[src/rtl/imem_boot_loader_pkg.sv]
`default_nettype none
// ============================================================================
// Module   : imem_boot_loader_pkg
// Brief    : State encoding and shared constants for the instruction loader.
// Revision : 1.0
// ============================================================================
package imem_boot_loader_pkg;

  typedef enum logic [2:0] {
    ST_IDLE  = 3'd0,
    ST_LOAD  = 3'd1,
    ST_DRAIN = 3'd2,
    ST_RUN   = 3'd3,
    ST_ERROR = 3'd4
  } state_e;

  localparam int          c_word_bytes        = 4;
  localparam int          c_default_depth     = 64;
  localparam logic [31:0] c_default_base_addr = 32'h0000_0000;

endpackage

`default_nettype wire

[src/rtl/imem_boot_loader.sv]
`default_nettype none
// ============================================================================
// Module   : imem_boot_loader
// Brief    : Streams instruction words into imem and holds the core until done.
// Revision : 1.0
// ============================================================================
module imem_boot_loader
  import imem_boot_loader_pkg::*;
#(
  parameter int          DEPTH     = c_default_depth,
  parameter logic [31:0] BASE_ADDR = c_default_base_addr,
  parameter int          CNT_W     = $clog2(DEPTH) + 1
) (
  input  logic             clk,
  input  logic             reset,
  input  logic             load_start,
  input  logic [CNT_W-1:0] load_len,
  input  logic             in_valid,
  input  logic [31:0]      in_data,
  output logic             in_ready,
  output logic             imem_we,
  output logic [31:0]      imem_ads,
  output logic [31:0]      imem_din,
  output logic             cpu_hold,
  output logic             busy,
  output logic             done,
  output logic             error,
  output logic [31:0]      checksum
);

  localparam logic [CNT_W-1:0] c_depth = CNT_W'(DEPTH);
  localparam logic [CNT_W-1:0] c_one   = CNT_W'(1);

  state_e           r_state;
  logic [CNT_W-1:0] r_count;
  logic [CNT_W-1:0] r_remaining;
  logic [31:0]      r_checksum;
  logic [31:0]      r_ads;
  logic [31:0]      r_din;
  logic             r_we;
  logic             r_done;
  logic             r_error;

  logic             w_len_ok;
  logic             w_can_start;
  logic             w_xfer;
  logic             w_last;
  logic [31:0]      w_word_ads;

  assign w_len_ok    = (load_len != '0) && (load_len <= c_depth);
  assign w_can_start = (r_state == ST_IDLE) || (r_state == ST_RUN) || (r_state == ST_ERROR);
  assign w_xfer      = in_valid && (r_state == ST_LOAD);
  assign w_last      = (r_count == (r_remaining - c_one));
  // Wraps modulo 2^32; the length check keeps it inside the memory window.
  assign w_word_ads  = BASE_ADDR + (32'(r_count) * 32'(c_word_bytes));

  always_ff @(posedge clk or negedge reset) begin
    if (!reset) begin
      r_state     <= ST_IDLE;
      r_count     <= '0;
      r_remaining <= '0;
      r_checksum  <= '0;
      r_ads       <= '0;
      r_din       <= '0;
      r_we        <= 1'b0;
      r_done      <= 1'b0;
      r_error     <= 1'b0;
    end else begin
      r_we   <= 1'b0;
      r_done <= 1'b0;
      case (r_state)
        ST_IDLE, ST_RUN, ST_ERROR: begin
          if (load_start && w_can_start) begin
            if (w_len_ok) begin
              r_state     <= ST_LOAD;
              r_count     <= '0;
              r_remaining <= load_len;
              r_checksum  <= '0;
              r_error     <= 1'b0;
            end else begin
              r_state <= ST_ERROR;
              r_error <= 1'b1;
            end
          end
        end
        ST_LOAD: begin
          // load_start is deliberately ignored while a load is in flight.
          if (w_xfer) begin
            r_we       <= 1'b1;
            r_ads      <= w_word_ads;
            r_din      <= in_data;
            r_count    <= r_count + c_one;
            r_checksum <= r_checksum ^ in_data;
            if (w_last) begin
              r_state <= ST_DRAIN;
            end
          end
        end
        ST_DRAIN: begin
          r_state <= ST_RUN;
          r_done  <= 1'b1;
        end
        default: begin
          r_state <= ST_IDLE;
        end
      endcase
    end
  end

  assign in_ready = (r_state == ST_LOAD);
  assign cpu_hold = (r_state != ST_RUN);
  assign busy     = (r_state == ST_LOAD) || (r_state == ST_DRAIN);
  assign imem_we  = r_we;
  assign imem_ads = r_ads;
  assign imem_din = r_din;
  assign done     = r_done;
  assign error    = r_error;
  assign checksum = r_checksum;

endmodule

`default_nettype wire

[config.mk]
export PLATFORM = sky130hd
export DESIGN_NAME = imem_boot_loader
export DESIGN_NICKNAME = d
export VERILOG_FILES = /design/src/rtl/imem_boot_loader_pkg.sv /design/src/rtl/imem_boot_loader.sv
export SDC_FILE = /design/constraint.sdc
export NUM_CORES = 1
export LEC_CHECK = 0
export ABC_AREA = 0
export ABC_CLOCK_PERIOD_IN_PS = 4800
export CORE_MARGIN = 2
export CORE_UTILIZATION = 48
export DETAILED_ROUTE_END_ITERATION = 6
export PLACE_DENSITY = 0.83
export SYNTH_ARGS = -nofsm -noshare
export SYNTH_HDL_FRONTEND = slang
export SYNTH_SLANG_ARGS = --single-unit
[constraint.sdc]
create_clock -name clk -period 4.8 [get_ports clk]
set_clock_uncertainty 0.05 [all_clocks]
set_input_delay 0.96 -clock clk [delete_from_list [all_inputs] [get_ports clk]]
set_output_delay 0.96 -clock clk [all_outputs]
set_load 0.02 [all_outputs]
* Word-level counts from Yosys, hierarchy flattened *
Cells that the tools add are included.

word-level totals
  flip-flop bits (word level) = 91
  input port bits = 43
  word-level logic and storage cells = 55

operators by class
  add/subtract/negate cells = 2
  $lt $le $gt $ge = 1
  eq/ne operators = 10
  muxes and demuxes = 17
  bitwise logic cells = 1
  reductions and logical operators = 15

operators with widths
  cell                                                                      number
  32-bit 2-to-1 mux                                                         3
  32-bit case mux with 2 select lines                                       1
  32-bit bitwise XOR                                                        1
  7-bit 2-to-1 mux                                                          3
  7-bit case mux with 2 select lines                                        1
  3-bit 2-to-1 mux                                                          4
  3-bit case mux with 3 select lines                                        1
  7-bit by 1-bit adder with 7-bit output (second input constant)            1
  7-bit == test                                                             1
  7-bit less-or-equal comparator (second input constant)                    1
  7-bit nonzero test                                                        1
  7-bit by 1-bit subtractor with 7-bit output (second input constant)       1
  3-bit by 2-bit == test with 1-bit output (second input constant)          2
  3-bit AND reduction                                                       2
  1-bit 2-to-1 mux                                                          4
  2-bit by 1-bit inequality test with 1-bit output (second input constant)  2
  2-bit inequality test (second input constant)                             2
  2-bit AND reduction                                                       2
  4-bit AND reduction                                                       1
  3-bit by 1-bit == test with 1-bit output (second input constant)          1
  3-bit == test (second input constant)                                     1
  1-bit logical AND                                                         3
  3-bit logical NOT                                                         1
  1-bit logical OR                                                          3
  other kinds (3)                                                           3

* Longest topological paths before layout *
  depth in word-level cells = 6
  depth in mapped cells = 8
  depth with buffers taken out = 7

* Worst setup path after synthesis *
No wires, ideal clock.

  kind = input -> register
  from = input port load_len[3]
  to = register r_remaining[0]
  library setup time = 0.125 ns
  arrival = 2.159 ns
  required time = 4.625 ns
  setup slack = 2.466 ns
  cell stages on the path = 6
  buffers on the path = 1
  cell sequence = nor4_1 -> nand2_1 -> xor2_1 -> nor2b_1 -> buf_2 -> mux2_2

between the ends
  longest elaborated chain between the ends = 3

ends and longest elaborated chain
  element                                                               RTL line                source
  start: declaration                                                    imem_boot_loader.sv:17  input logic [CNT_W-1:0] load_len,
  7-bit less-or-equal comparator or 7-bit nonzero test (tied branches)  imem_boot_loader.sv:50  assign w_len_ok = (load_len != '0) && (load_len <= c_depth);
  1-bit logical AND *                                                   imem_boot_loader.sv:50
  3-bit AND reduction (no line) *                                       -
  end signal: assignment                                                imem_boot_loader.sv:77  r_remaining <= load_len;
  end: declaration                                                      imem_boot_loader.sv:36  logic [CNT_W-1:0] r_remaining;

Every way passes the cells marked *; elsewhere a longest branch is shown, timed or not.
A chain may end at the register's enable or synchronous reset.

* Worst setup path after layout *
  from = register r_state[2]
  to = output port busy

between the ends
  longest elaborated chain between the ends = 2

ends and longest elaborated chain
  element                                                                                               RTL line                 source
  start: declaration                                                                                    imem_boot_loader.sv:34   state_e r_state;
  start signal: assignment                                                                              imem_boot_loader.sv:59   r_state <= ST_IDLE;
  start signal: assignment                                                                              imem_boot_loader.sv:75   r_state <= ST_LOAD;
  start signal: assignment                                                                              imem_boot_loader.sv:81   r_state <= ST_ERROR;
  3-bit by 1-bit == test with 1-bit output or 3-bit by 2-bit == test with 1-bit output (tied branches)  imem_boot_loader.sv:112  assign busy = (r_state == ST_LOAD) || (r_state == ST_DRAIN);
  1-bit logical OR *                                                                                    imem_boot_loader.sv:112
  end: declaration                                                                                      imem_boot_loader.sv:25   output logic busy,

Marks and branches as above.

==> metrics.cfg <==
[sta]
hold_viol=0
setup_tns_ns=0
slew_headroom_pct=45.01
max_freq_mhz=342.1
period_share_pct=60.90
finalSetupViolCount=0
slew_violations=0
rsz0062_at_grt=no
fin_crit_ns=2.923
tightest_slew_ns=0.8236

[routing]
vias=3091
wl_per_cell_um=14.01
drt-vias-per-instance=4.822
wl_um=8979
drc=0
drtAntennaViolNets=0
drt-initial-drc-count=105
dr.pass1.iters=4

[setup_path]
cp-end-kind=output pin
path_cells=nand2b_1 > nor2_1 > or2_2 > clkdlybuf4s50_1
cp-start-kind=register
crit_path_start=r_state[2]
worstPathMaxFanout=5
reg2reg_depth=7
rrSetupSlack_ns=2.49
critical_path.slowest_cell=clkdlybuf4s50_1
cp-endpoint=busy
regToRegStartpoint=r_state[0]
required_ns=3.79
crit_arrival_ns=1.91
critPathMaxStageDelay_ns=0.59
r2r_end=r_count[6]
path_class=reg -> out

[yosys]
synth_seq_cells=91
seq_area_frac_synth_pct=56.31
synth.area.top_cells=dfrtp_1 (56%), nand2_1 (12%), xor2_1 (8.9%)
synth.cell_area_um2=4044
ys.warnings.count=0
synth_top_area_share_pct=56.31
avgSynthCellArea_um2=9.744
syn_inst=415
synth_area_leader_cell=dfrtp_1
ys_types=38

[floorplan]
core_area_um2=8175
num_rows=33
dieArea_um2=9175
initial_core_util_pct=49.46
die_w_um=95.79
die_h_um=95.79
pin_count=145

[cells_and_area]
stdcell_area_um2=5439
syn_to_final_growth_pct=34.50
fin_nets=577
drive_above_1_share_pct=5.970
diodes=0

[clock_network]
clockBufferDepth=2
cts.repair.resized=0
clockRootBuffer=clkbuf_8
cts_max_level=3
postCtsHoldBufs=0
clk_pin_slew_ns=0.09
cts_tree=yes
insertion_delay_ns=0.35
clock-sinks=91
cts_setup_buffers=0
cts_buffers=9

[placed_design]
place_area_um2=5215
place_congestion=0.8549
dp_hpwl_um=6244
io_buffers=119

[run_status]
status=finished, final reports clean

[power_and_ir_drop]
ir_worst_vdd_uv=341.0
p_leak_nw=2.645
powerDensity_nw_per_um2=650.6

[grt]
grt_pass1_wl_um=14370
first_global_vias=3032
grt_max_degree=50
grt_overflow=0
antenna_found_initial=0
track_usage_pct=20.56

[worst_hold_path]
hold_path_class=reg -> reg

[run]
maxCapViolCount=0

[state kept, by name (all words and copies together) (netlist names)]
signal	flops
error	1
checksum	32
r_count	7
imem_we	1
r_state	3
imem_din	32
imem_ads	7
done	1
r_remaining	7
[power by group]
| part | switching [W] | total, W | internal (W) | leakage, nW |
|---|---|---|---|---|
| combinational | 0.000888 | 0.00165 | 0.000757 | 1.38 |
| sequential | 0.000243 | 0.00132 | 0.00107 | 1.16 |
| clock | 0.000266 | 0.000575 | 0.000308 | 0.113 |
| total | 0.00140 | 0.00354 | 0.00214 | 2.65 |
[cell usage in the layout (no fill, tap or decap), drive strengths merged, types with 5 or more instances in the layout]
cell type      instances
nand2                127
clkdlybuf4s50        118
dfrtp                 91
nor2                  47
xor2                  41
conb                  25
clkbuf                10
inv                   10
o21ai                 10
mux2                   6
a21oi                  5
[cells in the mapped netlist (all sizes together)]
library cell and instances:
nand2 127, dfrtp 91, nor2 47, xor2 41, buf 36, o21ai 10, inv 9, mux2 6
a21oi 5, clkbuf 4, nand2b 4, nor3 4, nand3 3, nand4 3, nor2b 3, xnor2 3
and3 2, ha 2, o31ai 2, a211oi 1, a311o 1, a31o 1, a31oi 1, and3b 1
conb 1, nor3b 1, nor4 1, nor4b 1, o211a 1, or2 1, or3 1, xnor3 1
[stage by stage]
stage	std cells	utilization [%]	hold slack, ns	power, W	setup slack, ns
after detailed placement	626	63.79	0.4157	0.002982	1.686
after floorplan	439	-	0.4650	0.002245	2.466
final	641	66.53	0.4325	0.003538	1.877
after global routing	641	66.53	0.4599	0.003774	1.764
after CTS	641	66.53	0.4372	0.003568	1.880
after global placement	626	63.79	0.4096	0.002920	1.766
[cell families after synthesis]
logic type,Yosys count,share of synthesized area (%)
AND/OR/NAND/NOR,199,20.45
adder cells (fa/ha/maj),2,0.6187
multiplexers,6,1.671
AO/OA/AOI/OAI,22,3.280
flip-flops,91,56.31
other,1,0.09273
XOR/XNOR,45,10.09
buffers and inverters,49,7.487
[critical path, delay by kind of cell (launching register included)]
kind,cells,cell delay [ns]
flops,1,0.45
simple gates,3,0.52
buf+inv,1,0.59
[cell type report]
type,count,area [um^2]
Fill cell,646,2736
Inverter,9,33.78
Sequential cell,91,2277
Clock inverter,5,86.33
Timing Repair Buffer,122,1211
Clock buffer,10,137.6
Tap cell,105,131.4
Multi-Input combinational cell,299,1562
[how the worst min path moves through the flow]
stage | cells past startpoint | from | end
floorplan | 2 | r_count[4] | imem_ads[6]
global placement | 2 | imem_ads[4] | imem_ads[4]
detailed placement | 2 | imem_din[1] | imem_din[1]
CTS | 2 | imem_din[30] | imem_din[30]
global route | 2 | imem_din[14] | imem_din[14]
finish | 2 | imem_ads[4] | imem_ads[4]
[layer usage]
metal | vias up | routed length [um] | GRT usage (%)
met5 | - | 0 | 0
met4 | 0 | 139 | 7.976
met3 | 12 | 507 | 5.325
met2 | 97 | 4542 | 34.38
met1 | 1499 | 3790 | 25.61
li1 | 1483 | - | -
Power figures use the tool's default switching activity.
